--- src/rtl/btn_conditioner.sv ---
// N-channel push-button conditioner: sync, debounce, press/release pulses, hold flag.
// Optional auto-repeat on rpt_o is built when BTN_CONDITIONER_REPEAT_EN is defined.

module btn_chan #(
  parameter int DB_CYC   = 500000,
  parameter int HOLD_CYC = 50000000,
  parameter int RPT_CYC  = 10000000
) (
  input  logic clk,
  input  logic rst,
  input  logic i_raw,
  output logic o_level,
  output logic o_press,
  output logic o_release,
  output logic o_hold,
  output logic o_rpt
);
  localparam int DW   = $clog2(DB_CYC);
  localparam int HMAX = (HOLD_CYC > RPT_CYC) ? HOLD_CYC : RPT_CYC;
  localparam int HW   = $clog2(HMAX + 1);

  typedef enum logic [1:0] {IDLE, ARMED, HELD} state_t;

  logic          r_s1, r_s2;
  logic          r_level, r_press, r_release;
  logic [DW-1:0] r_dcnt;
  logic [HW-1:0] r_hcnt;
  state_t        r_state;

  logic          w_level_nxt, w_press_nxt, w_release_nxt;
  logic [DW-1:0] w_dcnt_nxt;
  logic [HW-1:0] w_hcnt_nxt;
  state_t        w_state_nxt;

  always_comb begin
    w_level_nxt   = r_level;
    w_dcnt_nxt    = '0;
    w_press_nxt   = 1'b0;
    w_release_nxt = 1'b0;
    if (r_s2 != r_level) begin
      if (r_dcnt == DW'(DB_CYC - 1)) begin
        w_level_nxt   = r_s2;
        w_press_nxt   = r_s2;
        w_release_nxt = ~r_s2;
      end else begin
        w_dcnt_nxt = r_dcnt + 1'b1;
      end
    end
    // Hold tracks the next level so hold drops on the same cycle release pulses.
    w_hcnt_nxt = '0;
    if (w_level_nxt && !w_press_nxt)
      w_hcnt_nxt = (r_hcnt == HW'(HOLD_CYC)) ? r_hcnt : r_hcnt + 1'b1;
    w_state_nxt = IDLE;
    if (w_level_nxt)
      w_state_nxt = (w_hcnt_nxt == HW'(HOLD_CYC)) ? HELD : ARMED;
  end

  always_ff @(posedge clk) begin
    if (rst) begin
      r_s1      <= 1'b0;
      r_s2      <= 1'b0;
      r_level   <= 1'b0;
      r_press   <= 1'b0;
      r_release <= 1'b0;
      r_dcnt    <= '0;
      r_hcnt    <= '0;
      r_state   <= IDLE;
    end else begin
      r_s1      <= i_raw;
      r_s2      <= r_s1;
      r_level   <= w_level_nxt;
      r_press   <= w_press_nxt;
      r_release <= w_release_nxt;
      r_dcnt    <= w_dcnt_nxt;
      r_hcnt    <= w_hcnt_nxt;
      r_state   <= w_state_nxt;
    end
  end

  assign o_level   = r_level;
  assign o_press   = r_press;
  assign o_release = r_release;
  assign o_hold    = (r_state == HELD);

`ifdef BTN_CONDITIONER_REPEAT_EN
  logic [HW-1:0] r_rcnt, w_rcnt_nxt;
  logic          r_rpt, w_rpt_nxt;

  // First pulse on entry to HELD, then one every RPT_CYC; leaving HELD kills the slot.
  always_comb begin
    w_rcnt_nxt = '0;
    w_rpt_nxt  = 1'b0;
    if (w_state_nxt == HELD) begin
      if (r_state != HELD || r_rcnt == HW'(RPT_CYC - 1))
        w_rpt_nxt = 1'b1;
      else
        w_rcnt_nxt = r_rcnt + 1'b1;
    end
  end

  always_ff @(posedge clk) begin
    if (rst) begin
      r_rcnt <= '0;
      r_rpt  <= 1'b0;
    end else begin
      r_rcnt <= w_rcnt_nxt;
      r_rpt  <= w_rpt_nxt;
    end
  end

  assign o_rpt = r_rpt;
`else
  assign o_rpt = 1'b0;
`endif
endmodule

module btn_conditioner #(
  parameter int              N_CH     = 3,
  parameter int              DB_CYC   = 500000,
  parameter int              HOLD_CYC = 50000000,
  parameter int              RPT_CYC  = 10000000,
  parameter logic [N_CH-1:0] INV_MASK = '0
) (
  input  logic            clk,
  input  logic            rst,
  input  logic [N_CH-1:0] btn_i,
  output logic [N_CH-1:0] level_o,
  output logic [N_CH-1:0] press_o,
  output logic [N_CH-1:0] release_o,
  output logic [N_CH-1:0] hold_o,
  output logic [N_CH-1:0] rpt_o
);
  logic [N_CH-1:0] w_raw;

  assign w_raw = btn_i ^ INV_MASK;

  for (genvar g = 0; g < N_CH; g++) begin : g_ch
    btn_chan #(
      .DB_CYC   (DB_CYC),
      .HOLD_CYC (HOLD_CYC),
      .RPT_CYC  (RPT_CYC)
    ) u_ch (
      .clk       (clk),
      .rst       (rst),
      .i_raw     (w_raw[g]),
      .o_level   (level_o[g]),
      .o_press   (press_o[g]),
      .o_release (release_o[g]),
      .o_hold    (hold_o[g]),
      .o_rpt     (rpt_o[g])
    );
  end
endmodule

--- config.mk ---
export PLATFORM = sky130hd
export DESIGN_NAME = btn_conditioner
export DESIGN_NICKNAME = d
export VERILOG_FILES = /design/src/rtl/btn_conditioner.sv
export SDC_FILE = /design/constraint.sdc
export NUM_CORES = 1
export LEC_CHECK = 0
export CAP_MARGIN = 20
export CORE_AREA = 2 2 135 137
export DETAILED_ROUTE_END_ITERATION = 12
export DIE_AREA = 0 0 137 139
export GPL_TIMING_DRIVEN = 0
export PLACE_DENSITY = 0.64
export SYNTH_ARGS = -nofsm -noshare
export SYNTH_HDL_FRONTEND = slang
export SYNTH_SLANG_ARGS = --single-unit
--- constraint.sdc ---
create_clock -name clk -period 2.9 [get_ports clk]
set_input_delay 0.29 -clock clk [delete_from_list [all_inputs] [get_ports clk]]
set_output_delay 0.29 -clock clk [all_outputs]
set_load 0.02 [all_outputs]
==> flow_summary_export.csv <==
group,metric,value,unit
logic_synthesis,ys_async_sr_fraction,0,%
clock_network,clock-sinks,156,
logic_synthesis,ys_warn_count,0,
run_status,outcome,"finished clean",
sta,tns,0,ns
worst_setup_path,critical_path_class,"reg -> reg",
finish,drive_above_1_share,10.3,%
sta,report.final.slew_viol_count,0,
drt,route.vias.total,6341,
clock_network,clk_pin_slew_worst_paths,0.06,ns
worst_setup_path,cp.required,3.21,ns
sta,fin_ws,0.0431,ns
logic_synthesis,ys_top_cells_by_area,"dfxtp_1 (40%), nor2_1 (7.3%), xor2_1 (6.7%)",
logic_synthesis,synth_area_leader_cell,"dfxtp_1",
drt,drcViolationCount,0,
place,dp_slack,-0.178,ns
global_routing,grt_usage,18.0,%
drt,wl_per_cell,13.4,um
power_and_ir_drop,netSwitchingFraction,19.2,%
die,io_pins,20,
clock_network,insertion_delay,0.42,ns
drt,drt_iter0_drc,341,
worst_setup_path,worst_setup_path_start_kind,"register",
power_and_ir_drop,p_leak,2.84,nW
power_and_ir_drop,peakVddDrop,456,uV
finish,diodes,0,
worst_setup_path,reg2reg_slack,0.04,ns
power_and_ir_drop,p_comb_share,0.7,%
worst_setup_path,worstPathArrival,3.17,ns
logic_synthesis,synth.distinct_cells,67,
sta,layout_min_cycle_time,2.86,ns
logic_synthesis,synth_ff_type,"dfxtp_1",
die,fp.dieW,137,um
logic_synthesis,netlist_area,7800,um^2
worst_hold_path,worstHoldPathCells,2,
worst_hold_path,worstHoldStart,"btn_i[1]",
drt,drtAntennaViolNets,0,
logic_synthesis,synth_top_area_share,40.0,%
drt,dr.pass1.iters,4,
sta,fin_crit_sh,98.5,%
finish,final_area,9030,um^2
drt,viasPerCell,5.24,
logic_synthesis,syn_area_per_cell,8.39,um^2
worst_setup_path,crit_chain,"inv_4 > ha_4 > or3b_4 > or4_4 > or4_1 > a211o_1 > or4_4 > o21ba_1",
power_and_ir_drop,clock_power_share,53.0,%
worst_setup_path,timing.rr.end,"g_ch[1].u_ch.r_state[0]$_SDFF_PP0_",
worst_setup_path,crit_path_frequent_cell,"or4_4",
finish,nets,982,
run,maxCapViolations,0,
drt,drt-total-wl,16200,um
place,port_buffers,16,
worst_setup_path,critPathCaptureType,"register",
sta,skew,0.0152,ns
clock_network,root_buffer,"clkbuf_16",
clock_network,cts_tree,"yes",
power_and_ir_drop,intPower,3.75,mW
die,core,17700,um^2
die,initial_core_util,44.2,%
worst_setup_path,reg2regPathDepth,8,
global_routing,grt_overflow,0,
clock_network,cts-buffers-inserted,17,
power_and_ir_drop,total_power,4.64,mW
place,gp_congestion,0.821,
worst_setup_path,critPathMaxFanout,2,
sta,hold_viol,0,
global_routing,grt_max_degree,17,
logic_synthesis,ys_ff_latch,156,
worst_setup_path,cpMaxStageDelayCell,"or4_4",
power_and_ir_drop,switchingPower,0.892,mW
die,dieHeight,139,um
clock_network,h-tree-depth,4,
global_routing,grt_first_pass_wirelength,28100,um
logic_synthesis,synth_cells,930,
worst_hold_path,hp-class,"in -> reg",
power_and_ir_drop,powerDensity,514,nW/um^2
sta,relSlewSlack,43.4,%
sta,setup_viol,0,
finish,area_growth,15.8,%
power_and_ir_drop,seqPwrFrac,46.3,%
worst_setup_path,reg2reg_from,"g_ch[1].u_ch.r_hcnt[0]$_SDFF_PP0_",
logic_synthesis,ys_seq_area_share,40.0,%
place,hpwl,11300,um
place,placed_cell_area,8260,um^2
clock_network,hold_buffers,0,
die,core.rowCount,49,
sta,fmax,350,MHz
finish,fillers,1710,
die,die-area,19000,um^2
global_routing,grt_pass1_vias,6030,
worst_setup_path,cp_slowest_stage_delay,0.52,ns
clock_network,clockBufferDepth,2,
sta,tightest_slew,0.843,ns
logic_synthesis,synth_edf_count,0,
global_routing,antenna_found_initial,0,
sta,rsz0062_at_grt,"true",
worst_hold_path,holdPathEnd,"g_ch[1].u_ch.r_s1$_SDFF_PP0_",
-- registers in the layout, indices dropped and copies added (netlist names) --
signal / flops
g_ch.u_ch.r_s2: 3
g_ch.u_ch.o_level: 3
g_ch.u_ch.r_hcnt: 78
g_ch.u_ch.o_press: 3
g_ch.u_ch.o_release: 3
g_ch.u_ch.r_s1: 3
g_ch.u_ch.r_dcnt: 57
g_ch.u_ch.r_state: 6
-- worst max-delay path: cells and delay by family, from the launching register on --
kind	cells	cell delay, ns
adder cells (fa/ha/maj)	1	0.12
flip-flops	1	0.35
buffers and inverters	1	0.06
AO/OA/AOI/OAI	2	0.51
AND/OR/NAND/NOR	4	1.72
-- cell families after synthesis --
family          count (synthesis)  synth area share, %
simple gates                  480                 32.6
flops                         156                 40.0
xor+xnor                      116                 13.0
buf+inv                        81                 4.92
compound gates                 78                 6.75
fa+ha+maj                       9                 1.44
mux                             9                 1.15
other cells                     1               0.0481
-- what timing repair did --
| item | CTS | global route |
|---|---|---|
| pin swaps | 7 | 4 |
| gates resized for setup | 20 | 12 |
| setup endpoints to repair | 2 | 5 |
| buffers inserted | 6 | 2 |
-- cells in the final DEF (no fill, tap or decap), types with 5 or more instances in the layout --
cell type and instances:
a21oi_1 20, inv_1 23, nor3_1 27, o21ai_0 14, nor4bb_1 6, nor4b_1 12
xor2_1 60, o31a_1 6, or2_2 7, buf_4 23, nand2_1 57, nand2b_1 10
mux2i_1 9, clkdlybuf4s50_1 16, o211ai_1 5, nor2b_1 14, o21ba_2 5, or4_1 5
nor4_1 10, xnor2_1 56, clkinv_2 5, dfxtp_2 6, nand3_1 54, bufinv_16 5
and4_1 14, and3_1 19, ha_1 8, nor2_1 151, or3_1 12, clkbuf_1 30
nand4_1 42, clkbuf_16 17, dfxtp_1 146
-- Yosys cell counts, types with 6 or more instances --
library cell and number:
a21oi_1 20, and3_1 19, and4_1 14, buf_4 15
clkbuf_1 34, dfxtp_1 156, ha_1 9, inv_1 25
mux2i_1 9, nand2_1 57, nand2b_1 10, nand3_1 56
nand4_1 42, nor2_1 151, nor2b_1 14, nor3_1 28
nor4_1 13, nor4b_1 14, nor4bb_1 6, o21ai_0 14
o31a_1 6, or2_2 7, or3_1 12, xnor2_1 56
xor2_1 60
-- how the worst max path moves through the flow --
stage               slack, ns  cells after the start                         startpoint                                  to
floorplan               -0.02                      7  g_ch[1].u_ch.r_hcnt[6]$_SDFF_PP0_  g_ch[1].u_ch.r_state[0]$_SDFF_PP0_
global placement        -0.17                      8  g_ch[1].u_ch.r_hcnt[0]$_SDFF_PP0_  g_ch[1].u_ch.r_state[0]$_SDFF_PP0_
detailed placement      -0.18                      8  g_ch[1].u_ch.r_hcnt[0]$_SDFF_PP0_  g_ch[1].u_ch.r_state[0]$_SDFF_PP0_
CTS                    -0.002                      8  g_ch[1].u_ch.r_hcnt[0]$_SDFF_PP0_  g_ch[1].u_ch.r_state[0]$_SDFF_PP0_
global route            -0.02                      8  g_ch[1].u_ch.r_hcnt[0]$_SDFF_PP0_  g_ch[1].u_ch.r_state[0]$_SDFF_PP0_
finish                   0.04                      8  g_ch[1].u_ch.r_hcnt[0]$_SDFF_PP0_  g_ch[1].u_ch.r_state[0]$_SDFF_PP0_
-- through the flow --
stage	cells	utilization, %	hold WS [ns]
after floorplan	932	-	0.414
after global placement	1177	46.8	0.421
after detailed placement	1177	46.8	0.426
after CTS	1212	50.9	0.415
after global routing	1210	51.2	0.421
final	1210	51.2	0.425
-- routing by layer --
layer	global-route usage, %	part of all wire (%)	wire length (um)
met2	27.6	46	7420
met1	25.1	51	8350
met4	5.26	0.63	103
met3	4.13	2.3	374
met5	0	0	0
-- power groups by stage --
| stage | Clock [mW] | Combinational (mW) | Sequential (mW) |
|---|---|---|---|
| global route | 2.61 | 0.0370 | 2.15 |
| CTS | 2.52 | 0.0340 | 2.15 |
| detailed placement | 0 | 0.0339 | 2.20 |
| finish | 2.46 | 0.0333 | 2.15 |
| floorplan | 0 | 0.0222 | 2.20 |
| global placement | 0 | 0.0337 | 2.20 |
-- final cells by class --
cell class              instances  area [um^2]  share of cell area (%)
multi-input cells             695         4380                    48.4
flip-flops and latches        156         3150                    34.8
clock buffers                  20          467                    5.17
well taps                     229          287                    3.17
plain buffers                  49          248                    2.74
repair buffers                 24          220                    2.44
clock inverters                12          191                    2.12
inverters                      25         98.8                    1.09
Note: power is estimated with default switching activity, not from simulation.
